<file path="src/rtl/pipe_seg_skid_if.sv">
// Valid/allowin handshake bundle carrying one opaque DATA_W-bit payload between stages.
// The master modport drives valid and data; the slave modport drives allowin.
interface pipe_seg_skid_if #(
  parameter int unsigned DATA_W = 128
) ();
  logic              valid;
  logic [DATA_W-1:0] data;
  logic              allowin;

  modport master (output valid, output data, input allowin);
  modport slave  (input valid, input data, output allowin);
endinterface

</file>
<file path="src/rtl/pipe_seg_skid.sv">
// Parametrised pipeline segment register with a 2-entry skid buffer and a registered allowin.
// Optional perf counters are built only when PIPE_SEG_PERF_EN is defined.
module pipe_seg_skid #(
  parameter int unsigned       DATA_W      = 128,
  parameter logic [DATA_W-1:0] RESET_VAL   = '0,
  parameter bit                ZERO_BUBBLE = 1'b1
) (
  input  logic                   clk,
  input  logic                   resetn,
  pipe_seg_skid_if.slave         in_if,
  pipe_seg_skid_if.master        out_if,
  input  logic                   flush,
  output logic [31:0]            perf_stall_cnt,
  output logic [31:0]            perf_bubble_cnt
);

  // Encoding is {main_v, skid_v}; 2'b01 cannot be reached.
  typedef enum logic [1:0] {
    StEmpty = 2'b00,
    StOne   = 2'b10,
    StFull  = 2'b11
  } state_e;

  state_e            state_q, state_d;
  logic              allowin_q, allowin_d;
  logic [DATA_W-1:0] main_data_q, main_data_d;
  logic [DATA_W-1:0] skid_data_q, skid_data_d;
  logic              main_v, in_fire, out_fire;

  assign main_v        = state_q[1];
  assign in_fire       = in_if.valid & allowin_q;
  assign out_fire      = main_v & out_if.allowin;

  assign in_if.allowin = allowin_q;
  assign out_if.valid  = main_v;
  assign out_if.data   = main_data_q;

  always_comb begin
    state_d     = state_q;
    main_data_d = main_data_q;
    skid_data_d = skid_data_q;
    if (flush) begin
      state_d = StEmpty;
    end else begin
      unique case (state_q)
        StEmpty: begin
          if (in_fire) begin
            state_d     = StOne;
            main_data_d = in_if.data;
          end
        end
        StOne: begin
          if (in_fire && out_fire) begin
            main_data_d = in_if.data;
          end else if (in_fire) begin
            state_d     = StFull;
            skid_data_d = in_if.data;
          end else if (out_fire) begin
            state_d = StEmpty;
          end
        end
        StFull: begin
          if (out_fire) begin
            state_d     = StOne;
            main_data_d = skid_data_q;
          end
        end
        default: state_d = StEmpty;
      endcase
    end
    // Downstream sees RESET_VAL in every bubble, matching the old fixed segments.
    if (ZERO_BUBBLE && main_v && (state_d == StEmpty)) begin
      main_data_d = RESET_VAL;
    end
    allowin_d = (state_d != StFull);
  end

  always_ff @(posedge clk or negedge resetn) begin
    if (!resetn) begin
      state_q     <= StEmpty;
      allowin_q   <= 1'b1;
      main_data_q <= RESET_VAL;
      skid_data_q <= RESET_VAL;
    end else begin
      state_q     <= state_d;
      allowin_q   <= allowin_d;
      main_data_q <= main_data_d;
      skid_data_q <= skid_data_d;
    end
  end

`ifdef PIPE_SEG_PERF_EN
  logic [31:0] stall_cnt_q, stall_cnt_d;
  logic [31:0] bubble_cnt_q, bubble_cnt_d;

  // Saturating counters; flush intentionally leaves them alone.
  always_comb begin
    stall_cnt_d  = stall_cnt_q;
    bubble_cnt_d = bubble_cnt_q;
    if (main_v && !out_if.allowin && (stall_cnt_q != 32'hFFFF_FFFF)) begin
      stall_cnt_d = stall_cnt_q + 32'd1;
    end
    if (!main_v && out_if.allowin && (bubble_cnt_q != 32'hFFFF_FFFF)) begin
      bubble_cnt_d = bubble_cnt_q + 32'd1;
    end
  end

  always_ff @(posedge clk or negedge resetn) begin
    if (!resetn) begin
      stall_cnt_q  <= 32'd0;
      bubble_cnt_q <= 32'd0;
    end else begin
      stall_cnt_q  <= stall_cnt_d;
      bubble_cnt_q <= bubble_cnt_d;
    end
  end

  assign perf_stall_cnt  = stall_cnt_q;
  assign perf_bubble_cnt = bubble_cnt_q;
`else
  assign perf_stall_cnt  = 32'h0;
  assign perf_bubble_cnt = 32'h0;
`endif

endmodule

</file>
<file path="src/flat_wrapper.sv">
// flat-port wrapper written by rule: the top's interface ports become plain ports
module pipe_seg_skid_flat 
#(
  parameter int unsigned       DATA_W      = 128,
  parameter logic [DATA_W-1:0] RESET_VAL   = '0,
  parameter bit                ZERO_BUBBLE = 1'b1
)
  (clk, resetn, flush, perf_stall_cnt, perf_bubble_cnt, in_if_valid, in_if_data, in_if_allowin, out_if_valid, out_if_data, out_if_allowin);
  pipe_seg_skid_if #(.DATA_W(DATA_W)) in_if_i ();
  pipe_seg_skid_if #(.DATA_W(DATA_W)) out_if_i ();
  input  logic clk;
  input  logic resetn;
  input  logic flush;
  output logic [31:0] perf_stall_cnt;
  output logic [31:0] perf_bubble_cnt;
  input wire logic [$bits(in_if_i.valid)-1:0] in_if_valid;
  input wire logic [$bits(in_if_i.data)-1:0] in_if_data;
  output wire logic [$bits(in_if_i.allowin)-1:0] in_if_allowin;
  output wire logic [$bits(out_if_i.valid)-1:0] out_if_valid;
  output wire logic [$bits(out_if_i.data)-1:0] out_if_data;
  input wire logic [$bits(out_if_i.allowin)-1:0] out_if_allowin;
  assign in_if_i.valid = in_if_valid;
  assign in_if_i.data = in_if_data;
  assign in_if_allowin = in_if_i.allowin;
  assign out_if_valid = out_if_i.valid;
  assign out_if_data = out_if_i.data;
  assign out_if_i.allowin = out_if_allowin;
  pipe_seg_skid #(.DATA_W(DATA_W), .RESET_VAL(RESET_VAL), .ZERO_BUBBLE(ZERO_BUBBLE)) u_core (.clk(clk), .resetn(resetn), .in_if(in_if_i), .out_if(out_if_i), .flush(flush), .perf_stall_cnt(perf_stall_cnt), .perf_bubble_cnt(perf_bubble_cnt));
endmodule
</file>
<file path="config.mk">
export PLATFORM = sky130hd
export DESIGN_NAME = pipe_seg_skid_flat
export DESIGN_NICKNAME = d
export VERILOG_FILES = /design/src/rtl/pipe_seg_skid_if.sv /design/src/rtl/pipe_seg_skid.sv /design/src/flat_wrapper.sv
export SDC_FILE = /design/constraint.sdc
export NUM_CORES = 1
export LEC_CHECK = 0
export ABC_AREA = 1
export BUFFER_PORTS_ARGS = -buffer_cell sky130_fd_sc_hd__buf_2
export CAP_MARGIN = 25
export CELL_PAD_IN_SITES_DETAIL_PLACEMENT = 2
export CELL_PAD_IN_SITES_GLOBAL_PLACEMENT = 2
export CORE_ASPECT_RATIO = 0.8
export CORE_UTILIZATION = 30
export CTS_CLUSTER_DIAMETER = 40
export DETAILED_ROUTE_END_ITERATION = 16
export GPL_TIMING_DRIVEN = 1
export HOLD_SLACK_MARGIN = 0.03
export PLACE_DENSITY = 0.84
export SLEW_MARGIN = 20
export SYNTH_ARGS = -nofsm -noshare
export SYNTH_HDL_FRONTEND = slang
export SYNTH_SLANG_ARGS = --single-unit
</file>
<file path="constraint.sdc">
create_clock -name clk -period 1.7 [get_ports clk]
set_input_delay 0.17 -clock clk [delete_from_list [all_inputs] [get_ports clk]]
set_output_delay 0.17 -clock clk [all_outputs]
set_load 0.02 [all_outputs]
</file>
==> results.json <==
{
  "num_rows": 65,
  "cts.path.max_buffers": 3,
  "die_h_um": 182.6,
  "synth_area_per_cell_um2": 8.316,
  "use_met1_pct": 28.61,
  "grt_pass1_vias": 13620,
  "vdd_ir_drop_max_uv": 673.8,
  "period_share_pct": 98.82,
  "busiest_layer": "met2",
  "port_buffers": 262,
  "cts_buffers": 47,
  "routed_via_density": 4.943,
  "grt_setup_unrepaired": "true",
  "antenna_found_initial": 3,
  "r2r-end": "u_core.out_if.data[63]$_DFFE_PN0P_",
  "htree_levels": 2,
  "place_hpwl_mm": 26.37,
  "grt-ovfl-total": 0,
  "worst-endpoint-required_ps": 2170,
  "yosysTopAreaCellShare_pct": 52.78,
  "gp_congestion": 0.7348,
  "clkTransAtPathRegs_ps": 50,
  "synthCells": 1471,
  "hold_viol_final": 0,
  "max_cap_violations": 0,
  "area.sequential_mm2": 0.006484,
  "gr-usage-all-layers_pct": 24.53,
  "layout.nets": 2006,
  "ys_seq_area_share_pct": 52.99,
  "routedWlPerCell_um": 22.96,
  "fin_crit_ps": 1680,
  "dp_cells": 2205,
  "worst_setup_path_end_kind": "flip-flop",
  "fin_util_pct": 43.59,
  "dr.pass1.iters": 4,
  "grt_use_met2_pct": 44.79,
  "critPathMaxFanout": 49,
  "fmax_mhz": 595.3,
  "r2r-start": "u_core.state_q[0]$_DFF_PN0_",
  "cp.arrival_ps": 2150,
  "worstSetupPathType": "flip-flop to flip-flop",
  "setup_viol": 0,
  "power_density_mw_per_mm2": 1340,
  "drive_gt1_share_pct": 23.26,
  "use_met3_pct": 3.797,
  "syn_area_mm2": 0.01223,
  "status": "finished clean",
  "synth_top_cells_by_area": "dfrtp_1 (53%), nand2_1 (12%), nand3_1 (5.4%)",
  "fin_worst_skew_ps": 18.03,
  "num_vias": 12100,
  "p_leak_nw": 9.478,
  "post-place-ws_ps": 41.16,
  "wl_mm": 56.20,
  "multiInputGateArea_mm2": 0.004329,
  "cts_tree": "done",
  "total_power_mw": 23.23,
  "startpoint_type": "flip-flop",
  "reg2reg_slack_ps": 20,
  "reg2regPathDepth": 8,
  "hold_path.class": "input port to asynchronous set/reset pin",
  "core_area_mm2": 0.03977,
  "timing.hold.ws_ps": 79.63,
  "io_pins": 327,
  "cts.sinks": 259,
  "root_buffer": "clkbuf_16",
  "die_area_mm2": 0.04159,
  "die_w_um": 227.8,
  "ys_ff_latch": 259,
  "ant_nets": 0,
  "yosys.area.top_type": "dfrtp_1",
  "start_util_pct": 30.76,
  "stdcell_count": 2448,
  "n_fill_cell": 4302,
  "area_growth_pct": 41.70,
  "drcViolationCount": 0,
  "grt_pass1_wl_mm": 79.67,
  "slew_violations": 0,
  "insertion_delay_ps": 560,
  "layout_setup_ws_ps": 20.11,
  "yosysUniqueCellTypes": 18,
  "yosys_warnings": 0,
  "grt_max_degree": 95,
  "drtIter0Drc": 647
}
[cell usage after synthesis]
cell type	n
a21oi_1	129
buf_2	37
buf_4	80
buf_6	26
buf_8	4
clkbuf_1	13
clkbuf_8	2
conb_1	1
dfrtp_1	258
dfstp_2	1
inv_1	136
nand2_1	391
nand3_1	131
nand3b_2	1
nor2_1	133
o21ai_0	90
o21ai_1	11
o21ai_2	27
[layout make-up]
class / count / share of cell area (%)
inverters: 136 / 2.945
multi-input cells: 977 / 24.97
clock buffers: 55 / 7.435
diodes: 3 / 0.04331
repair buffers: 452 / 21.29
well taps: 536 / 3.869
clock inverters: 30 / 2.036
flip-flops and latches: 259 / 37.40
[state kept, by name, summed over array words and instances (netlist names)]
name / flops
u_core.out_if.data: 128
u_core.state_q: 2
u_core.skid_data_q: 128
u_core.in_if.allowin: 1
[cells in the final DEF (no fill, tap or decap), drive strengths merged, types with 64 or more instances in the layout]
cell and count:
nand2 391, buf 309, dfrtp 258, inv 137, nor2 133, dlygate4sd3 131
nand3 131, a21oi 129, o21ai 128, clkbuf 67, conb 64
[routing by layer]
metal	up-vias	wire (um)	share of wire, %
met2	363	29210	52
met1	6272	22670	40
li1	5325	-	-
met5	-	0	0
met4	0	1999	3.6
met3	140	2323	4.1
[what timing repair did]
action,CTS,global route
gates resized for setup,1,20
hold buffers,131,0
gates cloned,0,12
endpoints found under the hold margin,485,0
setup endpoints to repair,1,129
pin swaps,0,4
buffers inserted,0,12
[worst max path at each step]
stage                                   start                             endpoint  slack [ps]  cells past startpoint
2_1_floorplan  u_core.in_if.allowin$_DFF_PN1_  u_core.skid_data_q[124]$_DFFE_PN0P_         210                      6
3_3_place_gp   u_core.in_if.allowin$_DFF_PN1_   u_core.out_if.data[67]$_DFFE_PN0P_         140                      8
3_5_place_dp      u_core.state_q[1]$_DFF_PN0_   u_core.out_if.data[32]$_DFFE_PN0P_          40                      7
4_1_cts        u_core.in_if.allowin$_DFF_PN1_   u_core.out_if.data[58]$_DFFE_PN0P_           1                      8
5_1_grt           u_core.state_q[0]$_DFF_PN0_  u_core.out_if.data[113]$_DFFE_PN0P_         -80                      8
6_report          u_core.state_q[0]$_DFF_PN0_   u_core.out_if.data[63]$_DFFE_PN0P_          20                      8
[power breakdown]
| group | leakage, nW | switching [mW] | total, mW | internal [mW] |
|---|---|---|---|---|
| clock network | 0.787 | 3.69 | 10.0 | 6.36 |
| logic | 5.60 | 3.22 | 4.93 | 1.70 |
| registers | 3.09 | 0.792 | 8.26 | 7.47 |
| total | 9.48 | 7.70 | 23.2 | 15.5 |
[through the flow]
stage          TNS, ps  instance area [um^2]
2_1_floorplan        0                 12470
3_3_place_gp         0                 13850
3_5_place_dp         0                 13850
4_1_cts              0                 16810
5_1_grt          -1804                 17330
6_report             0                 17330
[kinds of logic (layout without fill, tap and decap cells)]
| family | after synthesis | after routing | synth area share [%] |
|---|---|---|---|
| DFF | 259 | 259 | 52.99 |
| other | 1 | 67 | 0.03065 |
| and+or+nand+nor | 656 | 656 | 21.53 |
| AOI/OAI and AO/OA | 257 | 257 | 11.34 |
| buffers and inverters | 298 | 673 | 14.10 |
[critical path: stages (launching register included)]
cell,delay [ps]
dfrtp_2,410
inv_1,120
nor2_2,70
nor2_1,150
nand2_1,140
nand2_4,150
buf_12,260
nand3_1,150
nand2_1,110
Power figures use the tool's default switching activity.
